===== src/rtl/grid_arb_pkg.sv =====
// Shared constants and state encoding for the grid RAM access arbiter.
package grid_arb_pkg;

  localparam logic [1:0] OP_READ    = 2'b00;
  localparam logic [1:0] OP_WRITE   = 2'b01;
  localparam logic [1:0] OP_CLAIM   = 2'b10;
  localparam logic [1:0] OP_ILLEGAL = 2'b11;

  localparam int GRID_CELLS = 25;
  localparam int EMPTY      = -1;

  typedef enum logic [2:0] {
    ST_IDLE     = 3'd0,
    ST_ACCESS   = 3'd1,
    ST_CAPTURE  = 3'd2,
    ST_CLAIM_WR = 3'd3,
    ST_FINISH   = 3'd4
  } arb_state_e;

endpackage


===== src/rtl/grid_access_arbiter_rr_arbiter.sv =====
// Combinational round-robin pick: first set request at or after ptr, wrapping.
module rr_arbiter #(
  parameter int NREQ = 4,
  parameter int PW   = 2
) (
  input  logic [NREQ-1:0] req,
  input  logic [PW-1:0]   ptr,
  output logic [NREQ-1:0] gnt,
  output logic            valid
);

  logic [PW-1:0] idx;

  always_comb begin
    gnt   = '0;
    valid = 1'b0;
    idx   = '0;
    for (int i = 0; i < NREQ; i++) begin
      idx = PW'((int'(ptr) + i) % NREQ);
      if (!valid && req[idx]) begin
        gnt[idx] = 1'b1;
        valid    = 1'b1;
      end
    end
  end

endmodule


===== src/rtl/grid_access_arbiter.sv =====
// Serialises read / write / atomic-claim traffic from NREQ placement engines
// onto the single-port grid RAM, one request in flight at a time.
//
// state    | meaning
// IDLE     | waiting for requests; arbitrates and issues the first RAM cycle
// ACCESS   | RAM cycle in progress (write lands here, read data arrives next)
// CAPTURE  | register RAM read data; decide claim outcome
// CLAIM_WR | cell was EMPTY, claim data being written
// FINISH   | pulse done for the owning engine on the way back to IDLE
module grid_access_arbiter #(
  parameter int                NREQ       = 4,
  parameter int                ADDR_W     = 32,
  parameter int                DATA_W     = 32,
  parameter int                GRID_CELLS = grid_arb_pkg::GRID_CELLS,
  parameter logic [DATA_W-1:0] EMPTY      = DATA_W'(grid_arb_pkg::EMPTY)
) (
  input  logic                     clk,
  input  logic                     reset,
  input  logic [NREQ-1:0]          req,
  input  logic [2*NREQ-1:0]        op,
  input  logic [NREQ*ADDR_W-1:0]   addr,
  input  logic [NREQ*DATA_W-1:0]   wdata,
  output logic [NREQ-1:0]          gnt,
  output logic [NREQ-1:0]          done,
  output logic [DATA_W-1:0]        rdata,
  output logic                     claim_ok,
  output logic                     err,
  output logic                     busy,
  output logic                     mem_re,
  output logic                     mem_we,
  output logic [ADDR_W-1:0]        mem_addr,
  output logic [DATA_W-1:0]        mem_din,
  input  logic [DATA_W-1:0]        mem_dout
);
  import grid_arb_pkg::*;

  localparam int PW = (NREQ > 1) ? $clog2(NREQ) : 1;
  localparam logic signed [ADDR_W-1:0] CELLS_S = ADDR_W'(GRID_CELLS);

  arb_state_e          state_q, state_d;
  logic [PW-1:0]       ptr_q, ptr_d;
  logic [PW-1:0]       widx_q, widx_d;
  logic [1:0]          op_q, op_d;
  logic [DATA_W-1:0]   wdata_q, wdata_d;
  logic [NREQ-1:0]     gnt_q, gnt_d, done_q, done_d;
  logic [DATA_W-1:0]   rdata_q, rdata_d;
  logic                claim_ok_q, claim_ok_d, err_q, err_d, busy_q, busy_d;
  logic                mem_re_q, mem_re_d, mem_we_q, mem_we_d;
  logic [ADDR_W-1:0]   mem_addr_q, mem_addr_d;
  logic [DATA_W-1:0]   mem_din_q, mem_din_d;

  logic [NREQ-1:0]     arb_gnt;
  logic                arb_valid;
  logic [PW-1:0]       win_idx;
  logic [1:0]          sel_op;
  logic [ADDR_W-1:0]   sel_addr;
  logic [DATA_W-1:0]   sel_wdata;
  logic                sel_bad;

  rr_arbiter #(.NREQ(NREQ), .PW(PW)) u_rr (
    .req   (req),
    .ptr   (ptr_q),
    .gnt   (arb_gnt),
    .valid (arb_valid)
  );

  always_comb begin
    win_idx   = '0;
    sel_op    = '0;
    sel_addr  = '0;
    sel_wdata = '0;
    for (int i = 0; i < NREQ; i++) begin
      if (arb_gnt[i]) begin
        win_idx   = PW'(i);
        sel_op    = op[2*i +: 2];
        sel_addr  = addr[ADDR_W*i +: ADDR_W];
        sel_wdata = wdata[DATA_W*i +: DATA_W];
      end
    end
    // Addresses are signed: negative and >= GRID_CELLS are both out of the grid.
    sel_bad = (sel_op == OP_ILLEGAL) || ($signed(sel_addr) < 0) ||
              ($signed(sel_addr) >= CELLS_S);
  end

  always_comb begin
    state_d    = state_q;
    ptr_d      = ptr_q;
    widx_d     = widx_q;
    op_d       = op_q;
    wdata_d    = wdata_q;
    rdata_d    = rdata_q;
    claim_ok_d = claim_ok_q;
    err_d      = err_q;
    mem_addr_d = mem_addr_q;
    mem_din_d  = mem_din_q;
    gnt_d      = '0;
    done_d     = '0;
    mem_re_d   = 1'b0;
    mem_we_d   = 1'b0;
    case (state_q)
      ST_IDLE: begin
        if (arb_valid) begin
          gnt_d      = arb_gnt;
          widx_d     = win_idx;
          ptr_d      = (win_idx == PW'(NREQ - 1)) ? '0 : win_idx + PW'(1);
          op_d       = sel_op;
          wdata_d    = sel_wdata;
          claim_ok_d = 1'b0;
          err_d      = sel_bad;
          if (sel_bad) begin
            state_d = ST_FINISH;
          end else begin
            state_d    = ST_ACCESS;
            mem_addr_d = sel_addr;
            if (sel_op == OP_WRITE) begin
              mem_we_d  = 1'b1;
              mem_din_d = sel_wdata;
            end else begin
              mem_re_d = 1'b1;
            end
          end
        end
      end
      ST_ACCESS: state_d = (op_q == OP_WRITE) ? ST_FINISH : ST_CAPTURE;
      ST_CAPTURE: begin
        rdata_d = mem_dout;
        if (op_q == OP_CLAIM && mem_dout == EMPTY) begin
          state_d   = ST_CLAIM_WR;
          mem_we_d  = 1'b1;
          mem_din_d = wdata_q;
        end else begin
          state_d = ST_FINISH;
        end
      end
      ST_CLAIM_WR: begin
        claim_ok_d = 1'b1;
        state_d    = ST_FINISH;
      end
      ST_FINISH: begin
        done_d  = NREQ'(1) << widx_q;
        state_d = ST_IDLE;
      end
      default: state_d = ST_IDLE;
    endcase
    busy_d = (state_d != ST_IDLE);
  end

  always_ff @(posedge clk or negedge reset) begin
    if (!reset) begin
      state_q    <= ST_IDLE;
      ptr_q      <= '0;
      widx_q     <= '0;
      op_q       <= '0;
      wdata_q    <= '0;
      gnt_q      <= '0;
      done_q     <= '0;
      rdata_q    <= '0;
      claim_ok_q <= 1'b0;
      err_q      <= 1'b0;
      busy_q     <= 1'b0;
      mem_re_q   <= 1'b0;
      mem_we_q   <= 1'b0;
      mem_addr_q <= '0;
      mem_din_q  <= '0;
    end else begin
      state_q    <= state_d;
      ptr_q      <= ptr_d;
      widx_q     <= widx_d;
      op_q       <= op_d;
      wdata_q    <= wdata_d;
      gnt_q      <= gnt_d;
      done_q     <= done_d;
      rdata_q    <= rdata_d;
      claim_ok_q <= claim_ok_d;
      err_q      <= err_d;
      busy_q     <= busy_d;
      mem_re_q   <= mem_re_d;
      mem_we_q   <= mem_we_d;
      mem_addr_q <= mem_addr_d;
      mem_din_q  <= mem_din_d;
    end
  end

  assign gnt      = gnt_q;
  assign done     = done_q;
  assign rdata    = rdata_q;
  assign claim_ok = claim_ok_q;
  assign err      = err_q;
  assign busy     = busy_q;
  assign mem_re   = mem_re_q;
  assign mem_we   = mem_we_q;
  assign mem_addr = mem_addr_q;
  assign mem_din  = mem_din_q;

endmodule


===== config.mk =====
export PLATFORM = sky130hd
export DESIGN_NAME = grid_access_arbiter
export DESIGN_NICKNAME = d
export VERILOG_FILES = /design/src/rtl/grid_arb_pkg.sv /design/src/rtl/grid_access_arbiter_rr_arbiter.sv /design/src/rtl/grid_access_arbiter.sv
export SDC_FILE = /design/constraint.sdc
export NUM_CORES = 1
export LEC_CHECK = 0
export ABC_AREA = 1
export CORE_AREA = 5 5 157 159
export CTS_CLUSTER_SIZE = 30
export DETAILED_ROUTE_END_ITERATION = 6
export DIE_AREA = 0 0 162 164
export GPL_ROUTABILITY_DRIVEN = 0
export PLACE_DENSITY = 0.88
export RECOVER_POWER = 50
export SYNTH_ARGS = -nofsm -noshare
export SYNTH_HDL_FRONTEND = slang
export SYNTH_SLANG_ARGS = --single-unit

===== constraint.sdc =====
create_clock -name clk -period 4.3 [get_ports clk]
set_input_delay 0.43 -clock clk [delete_from_list [all_inputs] [get_ports clk]]
set_output_delay 0.43 -clock clk [all_outputs]
set_load 0.1 [all_outputs]

==> metrics <==
initial core utilization=39.5%; largest net degree at the start of global routing=94; initial antenna violation count=1; wire per inst=17.3 um; I/O Pins=411; fin area=0.0141 mm2; WS Path Type=flip-flop to flip-flop; pre-CTS WS=0.137 ns; Routed Antenna Nets=0; placed cell area=0.0135 mm2; Post-synth EDFFs=0; Cell Area, Synth=0.00914 mm2; vias in the first global route=10300; ys flop type=dfrtp_1; Tmin final=3.98 ns; Row Count=56; cell count of the worst reg-to-reg path=22; peak supply drop=0.000537 V; fillers=1944; Clock Skews=0.0101 ns; Num CTS Buffers=17; arrival time of the worst setup path=4.34 ns; Die Area=0.0266 mm2; Final period util=92.5%; Layout Cells excl Fill=2043; Layout Nets=2050; clock insertion delay at the later pin of the skew report=0.43 ns; DR pass1 iterations=6; CP endpoint kind=flip-flop; Yosys cell types=32; worst r2r dst=mem_din[31]$_DFFE_PN0P_; Final Setup Violations=0; post-layout util=61.0%; Hold EP=rdata[7]$_DFFE_PN0P_; placed insts=2009; Synth Register Bits=150; total grt overflow=0; Hold-fix buffers, CTS=0; root buffer cell=clkbuf_16; All-Layer GR Usage=25.3%; TNS Setup=0 ns; Critical Path Fanout Max=34; FMAX=251 MHz; hold path start=rdata[7]$_DFFE_PN0P_; CTS tree=done; CTS Sinks=150; area occupied by multi-input gates=0.00439 mm2; slew at the pin closest to its max-slew limit=2.25 ns; Layout area overhead=54.3%; crit path launch type=flip-flop; clock slew at reported path FFs=0.07 ns; share of layout cells above drive strength 1=5.31%; leakage power=6.66 nW; total power=12.9 mW; Reg area=0.00375 mm2; DP Wirelength=26600 um; synth warn=0; routed wire length=35400 um; Power Dens Cells=913 mW/mm2; htree depth=4; syn_nets=1673; Max Slew Vio Count=185; Mapped Cells=1363; WP data required=4.66 ns; status=finished, violations left; worst hold slack=0.473 ns; Die Wd=162 um; IO buf count=410; number of DRC markers in iteration 0=954; asr flop ratio synth=100%; HP Class=flip-flop to flip-flop; Max Cap Viol=2; max_slew headroom=-50.3%; cell count of the worst hold path=2; mean post-synth cell area=6.71 um2; ant diodes=0; violated checks=capacitance limit, slew limit; Die Y=164 um; Seq/Total Area, Yosys=41.1%; Worst R2R Start=ptr_q[1]$_DFFE_PN0P_; commonest non-fill, non-tap cell in the layout=nand2_1; Clock Tree Buf Depth=2; DR DRC count=0; final number of hold-violating endpoints=0; core area=0.0231 mm2; Final WS setup=0.322 ns; commonest non-fill, non-tap cells in the layout=400 x nand2_1, 392 x clkdlybuf4s50_1, 181 x inv_1; first-pass GRT wire length=53500 um; reg2reg setup slack=0.32 ns; via count=10700; routed vias/inst=5.23
-- worst max-delay path: stages (launching register included) --
cell and delay [ns]:
dfrtp_1 0.51, inv_2 0.14, ha_1 0.36, inv_1 0.09, nand3_1 0.09, nand2_1 0.15, nand3_2 0.15, nor2_1 0.05
nor2_1 0.29, nand2_8 0.24, buf_4 0.25, a21oi_1 0.15, o21ai_1 0.09, nand2_1 0.07, nand2_1 0.12, a21oi_2 0.24
nor3_2 0.10, nor2_4 0.10, buf_4 0.27, nand2_8 0.19, nand2_1 0.12, nand2_1 0.06, inv_1 0.05
-- cell usage after synthesis (6+ instances only) --
library cell,instances,area [um2]
inv_1,180,676
o21ai_1,17,85.1
buf_1,8,30.0
buf_4,6,45.0
dfrtp_1,150,3750
or2_1,6,37.5
ha_1,8,100
clkbuf_1,42,158
nand3_1,79,395
buf_2,18,90.1
a21oi_1,120,601
o21ai_0,160,801
nand4_1,8,50.1
or2_0,17,106
nand2_1,404,1520
nor2_1,95,357
-- registers in the layout, summed over array words and instances (netlist names) --
name,flops
mem_din,32
mem_re,1
state_q,3
widx_q,2
wdata_q,32
err,1
mem_we,1
done,4
mem_addr,32
op_q,2
busy,1
ptr_q,2
gnt,4
rdata,32
claim_ok,1
-- logic make-up (layout without fill, tap and decap cells) --
| kind of cell | Yosys count | in the layout | synth area share [%] |
|---|---|---|---|
| simple gates | 639 | 639 | 29.4 |
| compound gates | 302 | 302 | 16.7 |
| buf+inv | 264 | 654 | 11.7 |
| flops | 150 | 150 | 41.1 |
| fa+ha+maj | 8 | 8 | 1.09 |
-- per-layer routing --
metal	wire, um	vias up	global-route usage (%)
li1	-	5048	-
met1	13200	4879	29.8
met2	17400	653	44.6
met3	3230	112	5.40
met4	1560	2	11.5
met5	13	-	0
-- where the power goes --
| part | switching, mW | total, mW | internal (mW) |
|---|---|---|---|
| clock | 0.684 | 1.52 | 0.835 |
| sequential | 0.208 | 2.03 | 1.82 |
| combinational | 6.55 | 9.33 | 2.78 |
-- worst max path at each step --
stage	to	cells past startpoint	slack, ns	start
after floorplan	mem_din[31]$_DFFE_PN0P_	24	1.19	ptr_q[0]$_DFFE_PN0P_
after global placement	mem_din[0]$_DFFE_PN0P_	21	0.26	req[2]
after detailed placement	mem_din[15]$_DFFE_PN0P_	22	0.14	req[3]
after CTS	mem_din[15]$_DFFE_PN0P_	21	0.11	ptr_q[1]$_DFFE_PN0P_
after global routing	mem_addr[22]$_DFFE_PN0P_	19	-0.0006	ptr_q[1]$_DFFE_PN0P_
final	mem_din[31]$_DFFE_PN0P_	22	0.32	ptr_q[1]$_DFFE_PN0P_
-- what timing repair did --
action,CTS,global route
gates resized for setup,0,9
setup buffers,0,2
setup endpoints to repair,0,62
-- cell type report --
cell class                 instances  share of cell area [%]
timing repair buffer             437                    30.5
clock buffer                      17                    3.01
inverter                         185                    4.93
sequential                       150                    26.6
clock inverter                    15                    1.26
multi-input combinational        949                    31.1
tap                              290                    2.57
Note: power is estimated with default switching activity, not from simulation.
==> edit (same flow settings) <==
Set the parameter `DATA_W` to 64 (it was 32).
--- a/src/rtl/grid_access_arbiter.sv
+++ b/src/rtl/grid_access_arbiter.sv
@@ -10,7 +10,7 @@
 module grid_access_arbiter #(
   parameter int                NREQ       = 4,
   parameter int                ADDR_W     = 32,
-  parameter int                DATA_W     = 32,
+  parameter int                DATA_W     = 64,
   parameter int                GRID_CELLS = grid_arb_pkg::GRID_CELLS,
   parameter logic [DATA_W-1:0] EMPTY      = DATA_W'(grid_arb_pkg::EMPTY)
 ) (
Interface: changed (resized mem_din, mem_dout, rdata and wdata); port bits go from 411 to 635. The function was not compared with the original's and may differ.
==> edit against the original RTL <==
  * Synthesized cell count is 40% higher
  * Area after synthesis up 49%
  * The flow now stops in 3_2_place_iop
==> edit: results (changes against the original RTL) <==
[yosys]
yosys_warnings=0  ; unchanged
synth_flop_cell=dfrtp_1
ys_types=36  ; +13%
synth_commonest_cells=nand2_1, o21ai_0, dfrtp_1
async_flop_share_pct=100  ; unchanged
syn_avg_cell_area_sq_um=7.15  ; +6.6%
ys_seq_area_share_pct=45.2  ; +4.2 points
ys_seq_elements=246  ; +64%
netlist_top_cells_area=dfrtp_1, nand2_1, o21ai_0, a21oi_1, nand3_1
syn-num-nets=2374  ; +42%

[status]
status=did not finish
first-error=[ERROR PPL-0024] Number of IO pins (635) exceeds maximum number of available positions (582). Increase the die perimeter from 652.00um to 863.60um.
stop_stage=3_2_place_iop

[die]
fp.dieW_um=162  ; unchanged

==> edit: cells by family after synthesis <==
| group | after synthesis | share of synthesized area (%) |
|---|---|---|
| AOI/OAI and AO/OA | 561 | 20.8 |
| buffers and inverters | 257 | 7.78 |
| DFF | 246 | 45.2 |
| and+or+nand+nor | 832 | 25.5 |
| adders and majority gates | 8 | 0.735 |
